### src/rtl/aes_ctrl_pkg.sv
// Shared types and constants for the AES-128 round sequencer.
// Holds the FSM state codes, the Rcon constants and the GF(2^8) doubling helper.
package aes_ctrl_pkg;

    typedef enum logic [3:0] {
        ST_IDLE    = 4'h0,
        ST_LOADING = 4'h1,
        ST_INIT    = 4'h2,
        ST_ROUND   = 4'h3,
        ST_DONE    = 4'h4
    } aes_ctrl_state_e;

    localparam int         AES128_NR = 10;
    localparam logic [7:0] RCON_INIT = 8'h01;
    localparam logic [7:0] RCON_POLY = 8'h1B;

    // Multiply by x in GF(2^8), reduced by the AES polynomial.
    function automatic logic [7:0] xtime8(input logic [7:0] a);
        return {a[6:0], 1'b0} ^ (a[7] ? RCON_POLY : 8'h00);
    endfunction

endpackage

### src/rtl/aes_rcon_gen.sv
// Round-constant register: reloads to 0x01 on clr_i, doubles in GF(2^8) on adv_i.
// One-cycle update; clr_i has priority over adv_i.
module aes_rcon_gen
    import aes_ctrl_pkg::*;
(
    input  logic       clk,
    input  logic       reset_n,
    input  logic       clr_i,
    input  logic       adv_i,
    output logic [7:0] rcon_o
);

    logic [7:0] rcon_q;
    logic [7:0] rcon_d;

    always_comb begin
        rcon_d = rcon_q;
        if (clr_i) begin
            rcon_d = RCON_INIT;
        end else if (adv_i) begin
            rcon_d = xtime8(rcon_q);
        end
    end

    always_ff @(posedge clk or negedge reset_n) begin
        if (!reset_n) begin
            rcon_q <= RCON_INIT;
        end else begin
            rcon_q <= rcon_d;
        end
    end

    assign rcon_o = rcon_q;

endmodule

### src/rtl/aes_round_ctrl.sv
// Sequencer for the iterative AES-128 datapath: initial AddRoundKey, NR round strobes, done.
// Control outputs are registered; a rising load aborts any run in progress.
module aes_round_ctrl
    import aes_ctrl_pkg::*;
#(
    parameter int NR          = AES128_NR,
    parameter int STEP_CYCLES = 1
) (
    input  logic       clk,
    input  logic       reset_n,
    input  logic       load,
    output logic       init_ld,
    output logic       round_en,
    output logic       last_round,
    output logic [7:0] rcon,
    output logic [3:0] round,
    output logic       busy,
    output logic       done,
    output logic [3:0] state
);

    localparam int         SW       = (STEP_CYCLES > 1) ? $clog2(STEP_CYCLES) : 1;
    localparam logic [SW-1:0] SUB_LAST = SW'(STEP_CYCLES - 1);
    localparam logic [3:0] NR_W     = 4'(NR);

    aes_ctrl_state_e state_q, state_d;
    logic [3:0]      round_q, round_d;
    logic [SW-1:0]   sub_q, sub_d;
    logic            init_ld_q, round_en_q, last_round_q, busy_q, done_q;
    logic            rcon_clr, rcon_adv;
    logic [7:0]      rcon_r;

    always_comb begin
        state_d = state_q;
        round_d = round_q;
        sub_d   = sub_q;
        case (state_q)
            ST_IDLE: begin
                if (load) state_d = ST_LOADING;
            end
            ST_LOADING: begin
                if (!load) state_d = ST_INIT;
            end
            ST_INIT: begin
                if (load) begin
                    state_d = ST_LOADING;
                end else begin
                    state_d = ST_ROUND;
                    round_d = 4'd1;
                    sub_d   = '0;
                end
            end
            ST_ROUND: begin
                if (load) begin
                    state_d = ST_LOADING;
                    round_d = 4'd0;
                    sub_d   = '0;
                end else if (sub_q == SUB_LAST) begin
                    sub_d = '0;
                    if (round_q == NR_W) begin
                        state_d = ST_DONE;
                    end else begin
                        round_d = round_q + 4'd1;
                    end
                end else begin
                    sub_d = sub_q + SW'(1);
                end
            end
            ST_DONE: begin
                if (load) begin
                    state_d = ST_LOADING;
                    round_d = 4'd0;
                end
            end
            default: begin
                state_d = ST_IDLE;
                round_d = 4'd0;
                sub_d   = '0;
            end
        endcase
    end

    // Outputs are decoded from next-state so they line up with the state they describe.
    always_ff @(posedge clk or negedge reset_n) begin
        if (!reset_n) begin
            state_q      <= ST_IDLE;
            round_q      <= 4'd0;
            sub_q        <= '0;
            init_ld_q    <= 1'b0;
            round_en_q   <= 1'b0;
            last_round_q <= 1'b0;
            busy_q       <= 1'b0;
            done_q       <= 1'b0;
        end else begin
            state_q      <= state_d;
            round_q      <= round_d;
            sub_q        <= sub_d;
            init_ld_q    <= (state_d == ST_INIT);
            round_en_q   <= (state_d == ST_ROUND) && (sub_d == SUB_LAST);
            last_round_q <= (state_d == ST_ROUND) && (round_d == NR_W);
            busy_q       <= (state_d == ST_INIT) || (state_d == ST_ROUND);
            done_q       <= (state_d == ST_DONE);
        end
    end

    // Rcon holds 0x01 until the first round and only advances between non-final rounds.
    assign rcon_clr = (state_q != ST_ROUND);
    assign rcon_adv = (state_q == ST_ROUND) && !load && (sub_q == SUB_LAST) && (round_q != NR_W);

    aes_rcon_gen u_rcon_gen (
        .clk     (clk),
        .reset_n (reset_n),
        .clr_i   (rcon_clr),
        .adv_i   (rcon_adv),
        .rcon_o  (rcon_r)
    );

    assign init_ld    = init_ld_q;
    assign round_en   = round_en_q;
    assign last_round = last_round_q;
    assign rcon       = (state_q == ST_ROUND) ? rcon_r : 8'h00;
    assign round      = round_q;
    assign busy       = busy_q;
    assign done       = done_q;
    assign state      = state_q;

endmodule

### config.mk
export PLATFORM = sky130hd
export DESIGN_NAME = aes_round_ctrl
export DESIGN_NICKNAME = d
export VERILOG_FILES = /design/src/rtl/aes_ctrl_pkg.sv /design/src/rtl/aes_rcon_gen.sv /design/src/rtl/aes_round_ctrl.sv
export SDC_FILE = /design/constraint.sdc
export NUM_CORES = 1
export LEC_CHECK = 0
export BUFFER_PORTS_ARGS = -buffer_cell sky130_fd_sc_hd__buf_2
export CAP_MARGIN = 30
export CORE_MARGIN = 1
export CORE_UTILIZATION = 30
export DETAILED_ROUTE_END_ITERATION = 7
export PLACE_DENSITY = 0.53
export SLEW_MARGIN = 20
export SYNTH_ARGS = -nofsm -noshare
export SYNTH_HDL_FRONTEND = slang
export SYNTH_HIERARCHICAL = 1
export SYNTH_SLANG_ARGS = --single-unit
### constraint.sdc
create_clock -name clk -period 2.3 [get_ports clk]
set_input_delay 0.345 -clock clk [delete_from_list [all_inputs] [get_ports clk]]
set_output_delay 0.345 -clock clk [all_outputs]
set_load 0.1 [all_outputs]
== Word level (Yosys, flattened, before mapping) ==
Cells that the tools add are included.
Word-level totals
  register bits: 22
  output and inout bits: 21
  word-level logic and storage cells: 58
Cells by class
  add/subtract/negate cells: 2
  equal/unequal tests: 11
  multiplexer cells: 21
  bitwise logic cells: 3
  reduce and logical (&&, ||, !) cells: 12
Operators by type and width (count)
  4-bit two-way mux: 10
  4-bit case mux with 4 select lines: 2
  8-bit two-way mux: 3
  4-bit by 2-bit equality test with 1-bit output, second input constant: 4
  4-bit by 3-bit equality test with 1-bit output, second input constant: 2
  4-bit equality test, second input constant: 2
  8-bit XOR: 1
  1-bit logical AND: 5
  5-bit two-way mux: 1
  4-bit by 1-bit adder with 4-bit output, second input constant: 1
  4-bit by 1-bit equality test with 1-bit output, second input constant: 1
  4-bit logical NOT: 1
  4-bit by 2-bit inequality test with 1-bit output, second input constant: 1
  4-bit inequality test, second input constant: 1
  2-bit OR reduction: 2
  1-bit two-way mux: 3
  1-bit case mux with 3 select lines: 1
  3-bit OR reduction: 1
  2-bit two-way mux: 1
  1-bit inverter: 2
  2-bit nonzero test: 1
  1-bit adder, second input constant: 1
  1-bit logical NOT: 1
  1-bit logical OR: 1

== Longest topological paths before layout ==
Gate-level depths: netlist (run 1).
  word-level depth: 7
  depth in mapped cells: 8
  depth with buffers taken out: 7

== Cells and area by module ==
The synthesis (run 1) kept the hierarchy.
By module, submodules not included
  aes_round_ctrl: times used 1, cells an instance 84, area each 807.0 um^2
  aes_rcon_gen: times used 1, cells an instance 30, area each 349.1 um^2

== Least setup slack after synthesis (run 1) ==
No wires, ideal clock.
  path kind: reg-to-output
  start: reg state_q[1] (netlist: state[1])
  end: out rcon[0]
  data arrival time: 2597 ps
  path slack: -642 ps
  stages on the path, launching flop included: 5
  buffers on the path: 1
  cells stage by stage: dfrtp_1 > clkbuf_1 > nand2_1 > nor3_1 > and2_1
Between the ends
  cells in the longest elaborated chain, start to end: 2
RTL lines
  from (decl): line aes_round_ctrl.sv:26  | aes_ctrl_state_e state_q, state_d;
  from (signal assigned): line aes_round_ctrl.sv:95  | state_q <= state_d;
  4-bit by 2-bit equality test with 1-bit output: line aes_round_ctrl.sv:121  | assign rcon = (state_q == ST_ROUND) ? rcon_r : 8'h00;
  8-bit two-way mux: line aes_round_ctrl.sv:121
  to (decl): line aes_round_ctrl.sv:15  | output logic [7:0] rcon,
Every way passes these cells.

== Final worst setup path (run 1) ==
  start: reg state_q[2] (netlist: state[2])
  end: out rcon[0]
The elaborated chain is that of the path after synthesis.

==> metrics, run 1 <==
outcome finished, final reports clean; Worst Hold Class primary input to async pin; Core Area 0.003689 sq mm; HPWL after DPL approximately 1800 um; via count between 900 and 1k; row cnt 22; clock buffer count from CTS 3; Post-Layout Cell Count between 150 and 200; Clk pin slew, worst setup/hold paths roughly 0.080 ns; max incr delay on CP about 0.55 ns; Setup Crit Path Kind flip-flop to output pin; #FFs+latches synth 22; worst vdd ir approximately 200 uV; CTS Hold Buffers Added 0; cells after synthesis between 100 and 150; Post-CTS Setup Repair Bufs 0; area of placed instances around 0.0014 sq mm; IO Count 24; Final Max Slew Viols 0; Critical Path Start Type flip-flop; crit end category output pin; drt first pass iters 4; Power Density roughly 520 mW/mm^2; WP data required approximately 2.0 ns; P&R area growth vs syn 29.33%; Port Buf Inserts 23; endpoints failing setup 0; Final GP Congestion between 0.7 and 0.8; pin count of the biggest net entering global routing 23; reg2reg start state[2]; Die Span X about 64 um; post-DR wirelength/cell roughly 13 um; post-cts resize count 0; drc violations 0; RSZ-0062 raised after global routing no; FF-to-FF path depth 6; Slowest-stage cell, CP dfrtp_1; Synth Cell Area ~0.0012 sq mm; Finished Cell Area 0.001495 sq mm; vias in the first global route around 850; CTS tree done; vias per cell about 4.9; antenna cell count 0; Root Driver clkbuf_8; die height between 60 and 70 um; Yosys Warn Count 6; sequential element share of the synthesized area between 40 and 50%; Final Cycle Share 86.20%; critical path arrival between 1.5 and 2 ns; MaxCap Viol Count 0; peak fanout along the critical path 13; Fmax approximately 500 MHz; layout cell share with drive strength beyond 1 a little over a third; Routed WL 2433 um; Overflow after GRT 0; r2r setup slk a little over 0.4 ns; fillers 379; Pleak around 0.63 nW; Avg Inst Size Synth between 10 and 15 sq um; total power 0.7715 mW; H-tree depth 1; Synth cell types between 40 and 50; die footprint roughly 0.004 sq mm; 1st-iter DRT viols 16; NumNets Final between 100 and 150; worst r2r dst u_rcon_gen/rcon_o[0]; Final ANT Viol Nets 0; crit path cell chain nor3_1 -> buf_4 -> and2_2 -> buf_12; post-synth net total approximately 120; fin crit period 1.983 ns; first-pass GRT wire length just over 4000 um; endpoints failing hold 0; Inst Count DP 180; skew final between 0.0015 and 0.002 ns; initial antenna violation count 0; Skew-Pair Late Insertion Delay ~0.26 ns; gr usage total approximately an eighth; Longest Clk Path Bufs 2; Starting Density between 30% and 40%; CTS sink cnt 22
-- synth_stat cells, drive strengths merged --
master	n	area share, %
a211o	1	0.87
a211oi	4	2.6
a21oi	4	1.7
a311oi	1	0.76
a31oi	2	1.1
and2	9	4.9
and3	1	0.54
and4bb	2	2.2
buf	3	2.1
clkbuf	4	1.4
conb	1	0.32
dfrtp	21	45
dfstp	1	2.3
ha	2	2.2
inv	5	1.6
mux2i	4	3.5
nand2	4	1.3
nand2b	3	1.8
nand3	1	0.43
nand3b	1	0.65
nor2	11	3.6
nor2b	1	0.54
nor3	6	3.6
nor3b	3	1.9
nor4b	2	1.5
o2111ai	1	0.76
o21a	1	0.65
o21ai	4	2.1
o21bai	1	0.65
o221ai	1	0.76
o22ai	2	1.1
o2bb2ai	1	0.76
o32a	1	0.97
or2	1	0.54
xnor2	4	3.0
-- where the power goes --
part | internal [mW] | switching, mW
combinational | 0.0185 | 0.0725
clock | 0.152 | 0.124
sequential | 0.393 | 0.0116
-- state kept, by name, indices dropped and copies added (netlist names) --
register           flops
init_ld                1
u_rcon_gen/rcon_o      8
last_round             1
done                   1
round                  4
busy                   1
state                  4
sub_q                  1
round_en               1
-- worst max-delay path: cells and delay by family, from the launching register on --
family        cells  cell delay (ns)
flops             1             0.55
simple gates      2             0.46
buf+inv           2             0.36
-- worst max-delay path by stage --
stage | slack, ns | endpoint | startpoint
floorplan | -0.08 | rcon[0] | state[1]
global placement | 0.39 | u_rcon_gen/rcon_o[0] | state[3]
detailed placement | 0.43 | u_rcon_gen/rcon_o[0] | state[3]
CTS | 0.32 | rcon[0] | state[2]
global route | 0.23 | rcon[0] | state[2]
finish | 0.32 | rcon[0] | state[2]
-- placed cells by master, fill, tap and decap left out, types with 2 or more instances in the layout --
cell type and instances:
clkbuf_8 4, o22ai_1 2, dfrtp_2 3, buf_4 2
nor3b_1 3, a211oi_1 4, and4bb_2 2, nand2b_1 2
and2_2 8, dfrtp_1 18, nand2_1 4, a31oi_1 2
buf_12 8, nor2_1 11, ha_1 2, mux2i_1 4
xnor2_1 4, inv_1 5, buf_2 15, nor3_1 5
a21oi_1 4, nor4b_1 2, o21ai_0 3
-- layer usage --
| metal | GRT usage [%] | part of all wire (%) | routed length, um |
|---|---|---|---|
| met3 | 2.500 | 4.1 | 99 |
| met1 | 16.46 | 46 | 1121 |
| met5 | 0 | 0 | 0 |
| met4 | 6.250 | 1.3 | 31 |
| met2 | 20.48 | 49 | 1181 |
-- logic make-up (layout without fill, tap and decap cells) --
| family | count (synthesis) | count (layout) | share of synthesized area (%) |
|---|---|---|---|
| muxes | 4 | 4 | 3.463 |
| AOI/OAI and AO/OA | 24 | 24 | 14.72 |
| and+or+nand+nor | 45 | 45 | 23.48 |
| xor gates and xnor gates | 4 | 4 | 3.030 |
| DFF | 22 | 22 | 47.73 |
| buffers and inverters | 12 | 34 | 5.086 |
| adders and majority gates | 2 | 2 | 2.164 |
| other | 1 | 1 | 0.3244 |
-- final cells by class --
| cell class | count | area (sq um) | area share (%) |
|---|---|---|---|
| Sequential cell | 22 | 555.5 | 37.15 |
| Multi-Input combinational cell | 80 | 555.5 | 37.15 |
| Timing Repair Buffer | 25 | 250.2 | 16.74 |
| Clock buffer | 4 | 55.05 | 3.682 |
| Inverter | 5 | 18.77 | 1.255 |
| Tap cell | 48 | 60.06 | 4.017 |
-- through the flow --
step	utilization (%)	worst slack, ns	hold slack, ns	TNS [ns]
3_5_place_dp	39.04	0.4284	0.3502	0
2_1_floorplan	-	-0.08420	0.04941	-0.6736
3_3_place_gp	39.04	0.3918	0.3365	0
5_1_grt	40.54	0.2345	0.06834	0
6_report	40.54	0.3173	0.03868	0
4_1_cts	40.54	0.3210	0.06166	0
Note: power is estimated with default switching activity, not from simulation.
==> run 2, diff against run 1 <==
--- a/config.mk
+++ b/config.mk
@@ -8,9 +8,9 @@
 export BUFFER_PORTS_ARGS = -buffer_cell sky130_fd_sc_hd__buf_2
 export CAP_MARGIN = 30
 export CORE_MARGIN = 1
-export CORE_UTILIZATION = 30
+export CORE_UTILIZATION = 53
 export DETAILED_ROUTE_END_ITERATION = 7
-export PLACE_DENSITY = 0.53
+export PLACE_DENSITY = 0.82
 export SLEW_MARGIN = 20
 export SYNTH_ARGS = -nofsm -noshare
 export SYNTH_HDL_FRONTEND = slang
==> run 2 against run 1 <==
- sequential share of layout area up 0.89 points
- clock-buffer cell count unchanged
- clock skew up 0.0048 ns
- sequential power about the same
- routed wire length up 2.6%
- total power down 8.6%
- core utilization up 32 points
- flip-flop and latch count unchanged
- maximum frequency down 0.50%
- register-to-register slack worse by 0.03 ns
- final cell count down 11%
- highest routed layer unchanged
==> metrics, run 2 (synthesis gave the netlist of run 1 again) <==
outcome finished, final reports clean (unchanged); first-pass GRT wire length 4222 um (was 4029 um); Skew-Pair Late Insertion Delay 0.30 ns (was 0.26 ns); crit path cell chain nor3_1 -> buf_4 -> and2_2 -> buf_12 (unchanged); WP data required 1.96 ns (about the same); antenna cell count 0 (unchanged); 1st-iter DRT viols 24 (was 16); vias per cell 5.951 (was 4.897); Port Buf Inserts 23 (unchanged); P&R area growth vs syn 26.30% (was 29.33%); CTS sink cnt 22 (unchanged); Overflow after GRT 0 (unchanged); pin count of the biggest net entering global routing 23 (unchanged); Slowest-stage cell, CP dfrtp_1 (unchanged); CTS Hold Buffers Added 1 (was 0); H-tree depth 1 (unchanged); Setup TNS 0 ns (unchanged); Longest Clk Path Bufs 2 (unchanged); Die Span X 48.71 um (was 64.08 um); Setup Slack @ Placement 0.4275 ns (was 0.4284 ns); critical path arrival 1.65 ns (was 1.64 ns); Final Max Slew Viols 0 (unchanged); MaxCap Viol Count 0 (unchanged); Setup Crit Path Kind flip-flop to output pin (unchanged); Critical Path Start Type flip-flop (unchanged); crit end category output pin (unchanged); commonest non-fill, non-tap cells in the layout dfrtp_1 (18), buf_2 (15), nor2_1 (11) (unchanged); Hold Slack 0.3432 ns (was 0.03868 ns); met2 capacity usage during global routing 39.58% (was 20.48%); HPWL after DPL 1833 um (was 1779 um); initial antenna violation count 0 (unchanged); Fmax 501.8 MHz (was 504.4 MHz); fin crit period 1.993 ns (was 1.983 ns); RSZ-0062 raised after global routing no (unchanged); Pleak 0.6288 nW (was 0.6324 nW); via count 976 (was 901); post-cts resize count 0 (unchanged); vias in the first global route 922 (was 848); die footprint 0.002372 sq mm (was 0.004106 sq mm); Core Area 0.002002 sq mm (was 0.003689 sq mm); drc violations 0 (unchanged); Clk pin slew, worst setup/hold paths 0.12 ns (was 0.08 ns); post-DR wirelength/cell 15.23 um (was 13.22 um); worst vdd ir 301.2 uV (was 204.9 uV); layout cell share with drive strength beyond 1 35.77% (was 36.03%); Root Driver clkbuf_4 (was clkbuf_8); row cnt 16 (was 22); endpoints failing hold 0 (unchanged); final worst slack 0.3073 ns (was 0.3173 ns); drt first pass iters 6 (was 4); CTS tree done (unchanged); met1 usage 29.52% (was 16.46%); Power Density 482.9 mW/mm^2 (was 516.0 mW/mm^2); Final ANT Viol Nets 0 (unchanged); clock buffer count from CTS 3 (unchanged); endpoints failing setup 0 (unchanged); commonest non-fill, non-tap cell in the layout dfrtp_1 (unchanged); NumNets Final 143 (was 142); Final Cycle Share 86.64% (was 86.20%); Largest register FFs 8 (unchanged); IO Count 24 (unchanged); Worst Hold Class primary input to flip-flop (was primary input to async pin); max incr delay on CP 0.56 ns (was 0.55 ns); Starting Density 57.75% (was 31.34%); Final GP Congestion 0.8361 (was 0.7768); M3 GR Usage 3.774% (was 2.500%); skew final 0.006361 ns (was 0.001538 ns); post-layout util 72.94% (was 40.54%); peak fanout along the critical path 13 (unchanged); die height 48.71 um (was 64.08 um); gr usage total 23.43% (was 12.82%); Routed WL 2497 um (was 2433 um); Most Used Layer, Global Route met2 (unchanged); Post-CTS Setup Repair Bufs 0 (unchanged)
==> run 2: where the power goes <==
part	internal (mW)	total [mW]	switching [mW]
clock network	0.0965	0.208	0.112
registers	0.393	0.405	0.0116
logic	0.0198	0.0924	0.0726
==> run 2: final cells by class <==
type,instances,area (sq um)
Clock buffer,4,36.28
Fill cell,144,541.8
Inverter,5,18.77
Multi-Input combinational cell,80,555.5
Sequential cell,22,555.5
Tap cell,27,33.78
Timing Repair Buffer,26,260.3
==> run 2: per-stage QoR <==
stage	cells	total power, mW	instance area, sq um
2_1_floorplan	114	0.4785	1170
3_3_place_gp	159	0.5004	1414
3_5_place_dp	159	0.5030	1414
4_1_cts	164	0.7131	1460
5_1_grt	164	0.7356	1460
6_report	164	0.7052	1460
==> run 2: worst paths after layout <==
path                                      startpoint                    to  slack [ns]  depth (start not counted)
worst max-delay path                        state[2]               rcon[4]        0.31                          4
worst min-delay path                            load                  done        0.34                          2
worst max register to register              state[2]  u_rcon_gen/rcon_o[0]        0.38                          6
worst min register to register  u_rcon_gen/rcon_o[5]  u_rcon_gen/rcon_o[5]        0.56                          2
max in group asynchronous                    reset_n  u_rcon_gen/rcon_o[0]        1.43                          2
min in group asynchronous                    reset_n              state[3]        0.51                          2
==> run 2: layer usage <==
| layer | share of wire, % | vias to the layer above |
|---|---|---|
| met2 | 52 | 46 |
| met4 | 1.8 | 0 |
| met3 | 4.9 | 10 |
| met5 | 0 | - |
| li1 | - | 447 |
| met1 | 42 | 473 |
==> run 2: worst max-delay path, delay by kind of cell (launching register included) <==
| kind | cells | cell delay (ns) |
|---|---|---|
| flops | 1 | 0.56 |
| buf+inv | 2 | 0.35 |
| simple gates | 2 | 0.42 |
==> run 3, diff against run 2 <==
--- a/config.mk
+++ b/config.mk
@@ -10,9 +10,8 @@
 export CORE_MARGIN = 1
 export CORE_UTILIZATION = 53
 export DETAILED_ROUTE_END_ITERATION = 7
-export PLACE_DENSITY = 0.82
+export PLACE_DENSITY = 0.81
 export SLEW_MARGIN = 20
 export SYNTH_ARGS = -nofsm -noshare
 export SYNTH_HDL_FRONTEND = slang
-export SYNTH_HIERARCHICAL = 1
 export SYNTH_SLANG_ARGS = --single-unit
==> run 3 against run 2 <==
- routed wire length shrank 5.3%
- via count shrank 6.9%
- register-to-register slack lost 0.04 ns
- first-iteration DRC count shrank 21%
- largest cell class unchanged
==> metrics, run 3 <==
post-layout util 71.57% (was 72.94%); crit end category output pin (unchanged); outcome finished, final reports clean (unchanged); Post-Layout Cell Count 161 (was 164); post-synth top area cell dfrtp_1 (unchanged); peak fanout along the critical path 18 (was 13); Yosys top cell area share 43.52% (was 45.45%); #FFs+latches synth 22 (unchanged); HPWL after DPL 1702 um (was 1833 um); MaxCap Viol Count 0 (unchanged); CTS sink cnt 22 (unchanged); Final GP Congestion 0.8421 (was 0.8361); die footprint 0.002473 sq mm (was 0.002372 sq mm); met2 capacity usage during global routing 37.61% (was 39.58%); RSZ-0062 raised after global routing no (unchanged); cell with the most instances after synthesis dfrtp_1 (unchanged); Main synth FF type dfrtp_1 (unchanged); IO Count 24 (unchanged); Overflow after GRT 0 (unchanged); Routed WL 2364 um (was 2497 um); fin crit period 2.161 ns (was 1.993 ns); Synth area leaders dfrtp_1 (44%), and2_1 (4.1%), mux2_2 (3.7%) (was dfrtp_1 (45%), and2_1 (4.9%), nor2_1 (3.6%)); Synth Cell Area 0.001207 sq mm (was 0.001156 sq mm); Synth cell types 40 (was 41); gr usage total 22.29% (was 23.43%); endpoints failing hold 0 (unchanged); cells after synthesis 115 (was 114); drc violations 0 (unchanged); met1 usage 26.75% (was 29.52%); register area 559.3 sq um (was 555.5 sq um); number of flops mapped to enable cells by yosys 0 (unchanged); pin count of the biggest net entering global routing 23 (unchanged); initial antenna violation count 0 (unchanged); area of the multi-input gates 556.8 sq um (was 555.5 sq um); critical path arrival 1.82 ns (was 1.65 ns); Port Buf Inserts 23 (unchanged); post-DR wirelength/cell 14.68 um (was 15.23 um); Final Cycle Share 93.95% (was 86.64%); Largest register FFs 8 (unchanged); CTS Hold Buffers Added 1 (unchanged); 1st-iter DRT viols 19 (was 24); Starting Density 59.13% (was 57.75%); Die Span X 49.73 um (was 48.71 um); Power Density 493.5 mW/mm^2 (was 482.9 mW/mm^2); Longest Clk Path Bufs 2 (unchanged); CTS tree done (unchanged); sequential element share of the synthesized area 45.70% (was 47.73%); fillers 163 (was 144); Hold Slack 0.3099 ns (was 0.3432 ns); Most Used Layer, Global Route met2 (unchanged); Clk pin slew, worst setup/hold paths 0.12 ns (about the same); skew final 0.007690 ns (was 0.006361 ns); Setup TNS 0 ns (unchanged); drt first pass iters 5 (was 6); Final ANT Viol Nets 0 (unchanged); post-cts resize count 0 (unchanged); Avg Inst Size Synth 10.50 sq um (was 10.14 sq um); Skew-Pair Late Insertion Delay 0.31 ns (was 0.30 ns); M3 GR Usage 5.864% (was 3.774%); antenna cell count 0 (unchanged); post-synth net total 120 (was 119); Root Driver clkbuf_4 (unchanged); endpoints failing setup 0 (unchanged); WP data required 1.96 ns (about the same); P&R area growth vs syn 21.04% (was 26.30%); Inst Count DP 156 (was 159); worst vdd ir 370.1 uV (was 301.2 uV); row cnt 16 (unchanged); Critical Path Start Type flip-flop (unchanged); vias per cell 5.646 (was 5.951); Core Area 0.002042 sq mm (was 0.002002 sq mm); via count 909 (was 976); Async SR Flop Fraction 100.0% (unchanged); Final Max Slew Viols 0 (unchanged); Post-synth top cells dfrtp_1 (21), and2_1 (8), nor2_1 (8), nor3_1 (6) (was dfrtp_1 (21), nor2_1 (11), and2_1 (9), inv_1 (5), nor3_1 (5)); NumNets Final 140 (was 143); Worst Hold Class primary input to flip-flop (unchanged); commonest non-fill, non-tap cells in the layout dfrtp_1 (15), buf_2 (15), nor2_1 (8), buf_12 (8) (was dfrtp_1 (18), buf_2 (15), nor2_1 (11)); layout cell share with drive strength beyond 1 40.30% (was 35.77%); Pleak 0.6439 nW (was 0.6288 nW); die height 49.73 um (was 48.71 um); H-tree depth 1 (unchanged); Setup Crit Path Kind flip-flop to output pin (unchanged); Fmax 462.8 MHz (was 501.8 MHz); Yosys Warn Count 0 (was 6); r2r setup slk 0.34 ns (was 0.38 ns); first-pass GRT wire length 4029 um (was 4222 um); Post-CTS Setup Repair Bufs 0 (unchanged); clock buffer count from CTS 3 (unchanged); vias in the first global route 872 (was 922)
## run 3: changes by cell type in the layout (fill, tap and decap cells not counted), moves of 3 or more
cell and delta:
mux2_2 +4, dfrtp_1 -3, and2_1 +3, mux2i_1 -3
nor2_1 -3, and2_2 -4, dfrtp_2 +3
## run 3: where the power goes
| group | leakage [nW] | switching (mW) | internal, mW |
|---|---|---|---|
| sequential | 0.290 | 0.0140 | 0.394 |
| combinational | 0.333 | 0.0791 | 0.0245 |
| clock | 0.0210 | 0.113 | 0.0967 |
| total | 0.644 | 0.206 | 0.515 |
## run 3: routing by layer
metal / vias to the layer above / wire length [um]
li1: 437 / -
met2: 38 / 1208
met3: 9 / 155
met5: - / 0
met1: 425 / 952
met4: 0 / 48
## run 3: worst max-delay path: stages, from the launching register on
cell and delay (ns):
dfrtp_2 0.55, nand2_1 0.18, nor3_1 0.19, buf_4 0.19, and2_1 0.20, buf_12 0.19
## run 3: metrics by stage
stage | total power, mW | worst slack (ns) | instance area [sq um]
2_1_floorplan | 0.5005 | 0.03844 | 1220
6_report | 0.7212 | 0.1392 | 1461
4_1_cts | 0.7257 | 0.1336 | 1461
3_5_place_dp | 0.5173 | 0.3545 | 1415
5_1_grt | 0.7592 | 0.02247 | 1461
3_3_place_gp | 0.5150 | 0.4321 | 1415
## run 3: worst paths after layout
path	start	to	depth (start not counted)
max	state[1]	rcon[5]	5
max in group asynchronous	reset_n	u_rcon_gen.rcon_o[0]	2
min	load	state[2]	2
max reg2reg	state[3]	last_round	5
min in group asynchronous	reset_n	u_rcon_gen.rcon_o[6]	2
min reg2reg	u_rcon_gen.rcon_o[5]	u_rcon_gen.rcon_o[6]	1
## run 3: kinds of logic (layout without fill, tap and decap cells)
logic type	count (synthesis)	after routing	synth area share, %
other cells	1	1	0.3106
xor+xnor	4	4	2.901
fa+ha+maj	2	2	2.072
flops	22	22	45.70
mux	5	5	4.559
compound gates	21	21	12.64
buf+inv	15	34	8.601
simple gates	45	45	23.21
## run 3: final cells by class
cell class              count  area share (%)
flip-flops and latches     22           38.27
multi-input cells          78           38.10
repair buffers             26           17.81
clock buffers               4           2.483
well taps                  27           2.312
inverters                   4           1.027
